### config.mk
export PLATFORM = sky130hd
export DESIGN_NAME = muldiv_sequencer
export DESIGN_NICKNAME = d
export VERILOG_FILES = /design/src/rtl/muldiv_sequencer.sv
export SDC_FILE = /design/constraint.sdc
export NUM_CORES = 1
export LEC_CHECK = 0
export CORE_ASPECT_RATIO = 1.5
export CORE_MARGIN = 2
export CORE_UTILIZATION = 38
export DETAILED_ROUTE_END_ITERATION = 8
export PLACE_DENSITY = 0.77
export SYNTH_ARGS = -nofsm -noshare
export SYNTH_HDL_FRONTEND = slang
export SYNTH_SLANG_ARGS = --single-unit
export TNS_END_PERCENT = 10
### constraint.sdc
create_clock -name clk -period 1.7 [get_ports clk]
set_input_delay 0.17 -clock clk [delete_from_list [all_inputs] [get_ports clk]]
set_output_delay 0.17 -clock clk [all_outputs]
set_load 0.005 [all_outputs]
### src/rtl/muldiv_sequencer.sv
// muldiv_sequencer: hands one MULT/DIV at a time to the multi-cycle units and strobes HI/LO on completion
module muldiv_sequencer #(
    parameter int DATA_W = 32,
    parameter int TIMEOUT_CYCLES = 64,
    parameter int CNT_W = 7
) (
    input  logic              clk,
    input  logic              reset,
    input  logic              req_valid,
    input  logic [1:0]        req_op,
    input  logic [DATA_W-1:0] rs_val,
    input  logic [DATA_W-1:0] rt_val,
    output logic              req_ready,
    output logic              busy,
    output logic              mult_start,
    output logic              div_start,
    output logic [DATA_W-1:0] op_a,
    output logic [DATA_W-1:0] op_b,
    input  logic              mult_done_in,
    input  logic [DATA_W-1:0] mult_hi,
    input  logic [DATA_W-1:0] mult_lo,
    input  logic              div_done_in,
    input  logic [DATA_W-1:0] div_rem,
    input  logic [DATA_W-1:0] div_quot,
    output logic              HIWrite,
    output logic              LOWrite,
    output logic [DATA_W-1:0] hi_data,
    output logic [DATA_W-1:0] lo_data,
    output logic              div_zero,
    output logic              bad_op,
    output logic              timeout,
    output logic              op_done
);
    typedef enum logic [1:0] {IDLE, START, WAIT, WRITE} state_t;
    state_t state, state_n;
    logic is_div, is_div_n, wr, wr_n, done_sel;
    logic mult_start_n, div_start_n, div_zero_n, bad_op_n, timeout_n;
    logic [CNT_W-1:0] cnt, cnt_n;
    logic [DATA_W-1:0] op_a_n, op_b_n, hi_n, lo_n;

    assign HIWrite = wr;
    assign LOWrite = wr;
    assign op_done = wr;
    assign done_sel = is_div ? div_done_in : mult_done_in;

    // Every output is a register; next values are formed here and loaded below
    always_comb begin
        state_n = state;
        is_div_n = is_div;
        cnt_n = cnt;
        op_a_n = op_a;
        op_b_n = op_b;
        hi_n = hi_data;
        lo_n = lo_data;
        mult_start_n = 1'b0;
        div_start_n = 1'b0;
        wr_n = 1'b0;
        div_zero_n = 1'b0;
        bad_op_n = 1'b0;
        timeout_n = 1'b0;
        case (state)
            IDLE: if (req_valid && req_ready) begin
                if (req_op[1]) bad_op_n = 1'b1;
                else if (req_op[0] && rt_val == '0) div_zero_n = 1'b1;
                else begin
                    op_a_n = rs_val;
                    op_b_n = rt_val;
                    is_div_n = req_op[0];
                    mult_start_n = !req_op[0];
                    div_start_n = req_op[0];
                    state_n = START;
                end
            end
            START: begin
                cnt_n = '0;
                state_n = WAIT;
            end
            WAIT: if (done_sel) begin
                hi_n = is_div ? div_rem : mult_hi;
                lo_n = is_div ? div_quot : mult_lo;
                wr_n = 1'b1;
                state_n = WRITE;
            end else if (cnt == CNT_W'(TIMEOUT_CYCLES - 1)) begin
                timeout_n = 1'b1;
                state_n = IDLE;
            end else cnt_n = cnt + 1'b1;
            default: state_n = IDLE;
        endcase
    end

    always_ff @(posedge clk) begin
        if (reset) begin
            state <= IDLE;
            is_div <= 1'b0;
            cnt <= '0;
            op_a <= '0;
            op_b <= '0;
            hi_data <= '0;
            lo_data <= '0;
            req_ready <= 1'b1;
            busy <= 1'b0;
            mult_start <= 1'b0;
            div_start <= 1'b0;
            wr <= 1'b0;
            div_zero <= 1'b0;
            bad_op <= 1'b0;
            timeout <= 1'b0;
        end else begin
            state <= state_n;
            is_div <= is_div_n;
            cnt <= cnt_n;
            op_a <= op_a_n;
            op_b <= op_b_n;
            hi_data <= hi_n;
            lo_data <= lo_n;
            req_ready <= state_n == IDLE;
            busy <= state_n != IDLE;
            mult_start <= mult_start_n;
            div_start <= div_start_n;
            wr <= wr_n;
            div_zero <= div_zero_n;
            bad_op <= bad_op_n;
            timeout <= timeout_n;
        end
    end
endmodule
==> results by group, run 1 <==
Global routing
  – Largest net degree at the start of global routing: 66
  – All-Layer GR Usage: 0.240
  – Vias in the first global route: between 8000 and 9000
  – Remaining Overflow, GRT: 0
  – Initial antenna violation count: 0
  – First-pass GRT wire length: 40.4 mm

Synthesis
  – Unique cell type count in the Yosys netlist: 44
  – Fraction of registers with async set/reset: 0
  – Synth top area share: 0.397
  – Largest cells by area after synthesis: dfxtp_1 (40%), mux2i_1 (9.1%), a211oi_1 (7.1%)
  – Syn Nets: approximately 1000
  – FF+latch count, synth: 146
  – Mux cell area share after synthesis: 0.0911
  – Compound-Gate Fraction of Synth Area: 0.202
  – Mapped Cells: between 800 and 900
  – Largest family of logic cells by synthesized area: simple AND/OR/NAND/NOR gates
  – Top FF cell, synth: dfxtp_1
  – Post-synth EDFFs: 0
  – Area share of and/or/nand/nor cells after synthesis: 0.249
  – Cell accounting for the most synthesized area: dfxtp_1
  – Synthesized area: about 0.0074 mm²
  – Synth Area in XOR/XNOR: 0
  – Seq/Total Area, Yosys: 0.397
  – Mean post-synth cell area: ~8.9 µm²
  – YS warnings: 0
  – Adder-cell share of the synthesized area: 0.00170

Layout
  – # diodes: 0
  – Area grow syn2layout: 71.3%
  – Footprint of the multi-input gates: around 0.0042 mm²
  – Final #Nets: between 1000 and 1500
  – Filler cells: around 1600
  – Share of cells above drive strength 1: 0.188
  – Fin area: around 0.013 mm²
  – Core Util, Final: 0.661
  – Area taken by flip-flops and latches: just under 0.003 mm²
  – Non-Filler Instances: about 1500

Pwr
  – Max IR drop VDD: slightly below 0.6 mV
  – Lkg Pwr: approximately 4.5 nW
  – Pwr Density: a little over 800 mW/mm²
  – Power, Total: around 10 mW

Floorplanning
  – Cell row count: 62
  – Core ar.: ~0.019 mm²
  – Ports: around 340
  – Die area: roughly 0.02 mm²
  – Chip height: about 170 µm
  – Initial Util: 0.386
  – Chip Width: 118 µm

Timing
  – Worst slew pin tran: between 0.4 and 0.5 ns
  – Relative slew margins: 0.696
  – RSZ-0062 raised after global routing: yes
  – F_max: around 0.59 GHz
  – Endpoints failing setup: 0
  – Clock skew: 0.0162 ns
  – Slew Limit Fails: 0
  – Min Tclk post-route: between 1.5 and 2 ns
  – Period utilization: 0.996
  – Hold Violations, Final: 0
  – Final worst slack: 0.00687 ns

Flow run
  – Number of max-cap violations: 0

Placed design
  – DP HPWL: roughly 18 mm
  – GP Congestion: a little over 0.8
  – Dpl cell area: between 0.01 and 0.015 mm²
  – Placed cell count: 1443
  – I/O Buffers: 336
  – Place WS: -0.668 ns

Routing
  – Routed wire per std cell: 17.1 µm
  – Starting DRT DRC Count: roughly 470
  – WL final: around 25 mm
  – Post-route ant nets: 0
  – DR pass1 iterations: 5
  – DR vias: about 8000
  – Drc violations: 0
  – Vias per inst: between 5 and 6

Min path
  – Worst min path class: in2reg

Critical path
  – Startpoint class of the critical path: input port
  – Crit Path Class: in2reg
  – Worst Setup End Kind: flip-flop
  – Worst EP arrival: about 2 ns
  – Critical-path maximum fanout: 13
  – Worst Path Required: just over 2 ns

Clocking
  – # clock sinks: about 150
  – Clock latency at the later pin of the worst-skew pair: around 0.41 ns
  – Clock buffer count from CTS: 17
  – Clock slew at reported path FFs: 0.06 ns
  – CTS root buffer: clkbuf_16
  – Max clock buf depth: 2
  – CTS H-tree lvls: 4
  – CTS Hold Bufs: 0
  – CTS tree: built

Status
  – Status: finished, final reports clean
==> cell usage in the layout (no fill, tap or decap), drive strengths merged, types with 2 or more instances in the layout <==
master | netlist | routed
dfxtp | 146 | 146
a311o | 24 | 24
o31ai | 2 | 2
o21bai | 2 | 2
nor2 | 98 | 98
clkbuf | 68 | 19
clkdlybuf4s50 | 0 | 328
nor4 | 30 | 30
nand3 | 47 | 47
dlymetal6s2s | 0 | 2
o31a | 2 | 2
clkinv | 0 | 2
clkinvlp | 0 | 3
dlygate4sd2 | 0 | 5
nor2b | 39 | 39
a21oi | 8 | 8
o311a | 2 | 2
or2 | 2 | 2
inv | 1 | 9
nand4 | 37 | 37
o2111ai | 2 | 2
or3 | 6 | 6
and2 | 2 | 2
o21ai | 34 | 34
nor3b | 2 | 2
nor4b | 33 | 33
nand2 | 32 | 32
nand2b | 2 | 2
a211oi | 70 | 70
buf | 26 | 125
nor3 | 4 | 4
a22oi | 33 | 33
mux2i | 67 | 67
==> layer usage <==
metal / track usage / vias up / share of wire
met2: 0.430 / 317 / 0.52
met1: 0.266 / 3784 / 0.38
met3: 0.0643 / 44 / 0.070
met5: 0 / - / 0
li1: - / 3896 / -
met4: 0.0994 / 0 / 0.031
==> layout make-up <==
class                      instances  area share
tap                              256      0.0254
timing repair buffer             460       0.362
sequential                       146       0.232
clock buffer                      19      0.0351
inverter                           1    0.000298
clock inverter                    13     0.00913
multi-input combinational        587       0.336
==> kinds of logic (layout without fill, tap and decap cells) <==
logic type | Yosys count | after routing
buf+inv | 95 | 493
flops | 146 | 146
compound gates | 182 | 182
fa+ha+maj | 1 | 1
simple gates | 337 | 337
mux | 67 | 67
==> per-stage QoR <==
step           hold slack, ns   TNS, ns
6_report                0.191         0
5_1_grt                 0.201    -0.108
4_1_cts                 0.173  -0.00105
3_5_place_dp            0.486    -41.16
3_3_place_gp            0.456    -38.49
2_1_floorplan           0.249     -4.46
==> synthesized netlist by cell type, drive strengths merged (4+ instances only) <==
cell,n
nor2b,39
o21ai,34
nor2,98
a22oi,33
nand2,32
dfxtp,146
a211oi,70
nand4,37
nor3,4
mux2i,67
nor4b,33
nor4,30
a311o,24
buf,26
clkbuf,68
nand3,47
a21oi,8
or3,6
==> worst paths after layout <==
kind | from | to | slack [ns] | cells past startpoint
setup / recovery | rt_val[18] | op_b[20] | 0.007 | 7
hold / removal | rt_val[18] | op_b[18] | 0.19 | 3
setup reg to reg | state[1] | op_a[23] | 0.09 | 6
hold reg to reg | lo_data[13] | lo_data[13] | 0.50 | 2
==> worst max-delay path, cell delays in order <==
cell	delay, ns
dlygate4sd2_1	0.25
or4b_4	0.54
or3_4	0.38
buf_4	0.16
buf_12	0.14
nor4_2	0.24
a311o_1	0.16
==> power by group <==
| group | switching, mW | internal [mW] | total [mW] |
|---|---|---|---|
| Combinational | 1.19 | 1.73 | 2.92 |
| Sequential | 0.196 | 3.78 | 3.97 |
| Clock | 1.61 | 1.96 | 3.57 |
==> what timing repair did <==
| item | in CTS | in global routing |
|---|---|---|
| setup endpoints to repair | 66 | 69 |
| gates cloned | 3 | 0 |
| buffers inserted | 3 | 1 |
| resized for setup | 28 | 24 |
| pin swaps | 8 | 4 |
==> state kept, by name (all words and copies together), names as in the netlist <==
register	cells
mult_start	1
div_start	1
timeout	1
busy	1
bad_op	1
req_ready	1
op_b	32
state	2
hi_data	32
HIWrite	1
is_div	1
div_zero	1
op_a	32
cnt	7
lo_data	32
Power figures use the tool's default switching activity.
==> run 2, diff against run 1 <==
--- a/config.mk
+++ b/config.mk
@@ -5,11 +5,14 @@
 export SDC_FILE = /design/constraint.sdc
 export NUM_CORES = 1
 export LEC_CHECK = 0
+export CELL_PAD_IN_SITES_DETAIL_PLACEMENT = 0
+export CELL_PAD_IN_SITES_GLOBAL_PLACEMENT = 2
 export CORE_ASPECT_RATIO = 1.5
 export CORE_MARGIN = 2
-export CORE_UTILIZATION = 38
+export CORE_UTILIZATION = 21
 export DETAILED_ROUTE_END_ITERATION = 8
-export PLACE_DENSITY = 0.77
+export PLACE_DENSITY_LB_ADDON = 0.1
+export SLEW_MARGIN = 25
 export SYNTH_ARGS = -nofsm -noshare
 export SYNTH_HDL_FRONTEND = slang
 export SYNTH_SLANG_ARGS = --single-unit
==> run 2 against run 1 <==
  * Final cell count rose by 15%
  * Wire length rose by 23%
  * Clock power rose by 12%
  * Maximum frequency rose by 0.62%
  * Worst hold slack got worse by 0.049 ns
  * Core utilization fell by 28 points
  * Power rose by 4.5%
  * Flip-flop and latch count did not move
  * Die area rose by 78%
  * Worst setup slack improved by 0.010 ns
  * Sequential share of layout area fell by 0.93 points
  * Global-route usage fell by 7.2 points
==> results by group, run 2 (synthesized netlist as in run 1, its figures left out) <==
Timing
  – Final hold slack: 0.142 ns (-0.0492 ns)
  – Period utilization: 0.990 (-0.00610)
  – Relative slew margins: 0.683 (-0.0127)
  – Hold Violations, Final: 0 (unchanged)
  – RSZ-0062 raised after global routing: yes
  – Min Tclk post-route: 1.68 ns (-0.0104 ns)
  – F_max: 0.594 GHz (+0.62%)
  – Worst slew pin tran: 0.475 ns (+0.0190 ns)
  – Clock skew: 0.00470 ns (-0.0115 ns)
  – Slew Limit Fails: 0 (unchanged)
  – Endpoints failing setup: 0 (unchanged)

Layout
  – Commonest non-fill, non-tap cell in the layout: clkdlybuf4s50_1
  – Share of cells above drive strength 1: 0.195 (+0.00768)
  – Area grow syn2layout: 78.5%
  – Final #Nets: 1416 (+0.21%)
  – Filler cells: 3571 (+130%)
  – Commonest cells after routing, fill and taps aside: clkdlybuf4s50_1 (328), dfxtp_1 (145), buf_4 (103), nor2_1 (97), a211oi_1 (70)

Min path
  – Worst min path class: in2reg
  – Hold_sp: rt_val[18]

Placed design
  – DP HPWL: 21.8 mm (+22%)
  – GP Congestion: 0.739 (-8.3%)
  – I/O Buffers: 336 (unchanged)

Critical path
  – Crit path max-delay family: simple AND/OR/NAND/NOR gates
  – Crit Path Class: in2reg
  – Startpoint class of the critical path: input port
  – Worst EP arrival: 2.07 ns (+0.03 ns)
  – Worst reg2reg path startpoint: state[1]
  – Worst Path Required: 2.09 ns (+0.04 ns)
  – CP cell instances: dlygate4sd2_1 > or4b_4 > or3_4 > bufbuf_16 > nor4_2 > a311o_2
  – CP startpoint: rt_val[18]
  – Largest stage delay, worst path: 0.54 ns (about the same)
  – Worst Setup End Kind: flip-flop
  – CP max-delay cell: or4b_4
  – Worst path buffer plus inverter count: 2 (-1)
  – Critical-path maximum fanout: 6 (-7)

Floorplanning
  – Chip height: 233 µm (+34%)
  – Core ar.: 0.0348 mm² (+82%)
  – Chip Width: 157 µm (+33%)
  – Ports: 337 (unchanged)
  – Die area: 0.0366 mm² (+78%)
  – Cell row count: 84 (+35%)
  – Initial Util: 0.212 (-0.174)

Clocking
  – Max clock buf depth: 2 (unchanged)
  – CTS H-tree lvls: 4 (unchanged)
  – Clock latency at the later pin of the worst-skew pair: 0.44 ns (+0.03 ns)
  – CTS root buffer: clkbuf_16
  – Clock buffer count from CTS: 17 (unchanged)
  – CTS tree: built
  – CTS Hold Bufs: 0 (unchanged)
  – Clock slew at reported path FFs: 0.06 ns (about the same)
  – # clock sinks: 146 (unchanged)

Routing
  – Post-route ant nets: 0 (unchanged)
  – Starting DRT DRC Count: 298 (-37%)
  – DR pass1 iterations: 4 (-1)
  – DR vias: 7836 (-2.5%)
  – Drc violations: 0 (unchanged)
  – Routed wire per std cell: 18.4 µm (+7.2%)
  – WL final: 31.3 mm (+23%)
  – Vias per inst: 4.60 (-15%)

Status
  – Status: finished, final reports clean

Pwr
  – Pwr Density: 831 mW/mm² (+0.27%)
  – Power, Total: 10.9 mW (+4.5%)
  – Max IR drop VDD: 0.539 mV (-9.4%)
  – Lkg Pwr: 4.75 nW (+5.6%)

Global routing
  – First-pass GRT wire length: 46.5 mm (+15%)
  – All-Layer GR Usage: 0.168 (-0.0717)
  – Vias in the first global route: 7808 (-2.5%)
  – Largest net degree at the start of global routing: 66 (unchanged)
  – Remaining Overflow, GRT: 0 (unchanged)
  – Initial antenna violation count: 6 (+6)

Flow run
  – Number of max-cap violations: 0 (unchanged)
==> run 2: changes by cell type in the layout (fill, tap and decap cells not counted), sizes merged <==
| cell | previous run | this run |
|---|---|---|
| diode | 0 | 2 |
| inv | 9 | 3 |
| clkinv | 2 | 6 |
| dlymetal6s2s | 2 | 3 |
| bufbuf | 0 | 1 |
| dlygate4sd2 | 5 | 4 |
| bufinv | 0 | 3 |
| buf | 125 | 126 |
==> run 2: cell type report <==
cell class | instances | area [µm²] | share of cell area
clock inverters | 14 | 161 | 0.0123
clock buffers | 18 | 439 | 0.0334
flip-flops and latches | 146 | 2930 | 0.223
diodes | 2 | 5.00 | 0.000381
inverters | 1 | 3.75 | 0.000286
well taps | 473 | 592 | 0.0450
multi-input cells | 587 | 4350 | 0.331
repair buffers | 463 | 4660 | 0.355
==> run 2: timing repair <==
action	4_1_cts	5_1_grt
pin swaps	8	15
endpoints found under the setup margin	67	69
buffers inserted	2	3
gates resized for setup	31	35
gates cloned	4	1
==> run 2: worst min-delay path: stages <==
cell           delay (ns)
dlygate4sd2_1        0.23
nand3_1              0.09
nand3_1              0.07
==> run 2: report_power, final <==
part	internal [mW]	total [mW]	switching (mW)
logic	1.73	2.96	1.23
clock network	2.34	3.99	1.65
registers	3.78	3.98	0.199
total	7.85	10.9	3.07
==> run 2: routing by layer <==
layer  GRT usage  vias to the layer above  routed length, µm
met2       0.274                      293              14800
li1            -                     3908                  -
met5           0                        -                 47
met3      0.0666                       32               2810
met1       0.202                     3595              13100
met4      0.0530                        8                522
==> run 2: final timing paths <==
kind                    to  slack (ns)  cells past startpoint
hold / removal    op_b[18]        0.14                      3
hold reg to reg     cnt[5]        0.47                      2
setup reg to reg  op_a[26]        0.06                      7
setup / recovery   op_b[6]        0.02                      6
==> run 2: metrics by stage <==
step            util  instance area, µm²  setup WS, ns  TNS [ns]  std cells
5_1_grt        0.378               13100       -0.0465    -0.285       1704
3_3_place_gp   0.345               12000        -0.645    -43.05       1660
6_report       0.378               13100        0.0172         0       1704
2_1_floorplan      -                7360        -0.122     -4.46        828
4_1_cts        0.370               12900        0.0112         0       1698
3_5_place_dp   0.345               12000        -0.706    -44.56       1660
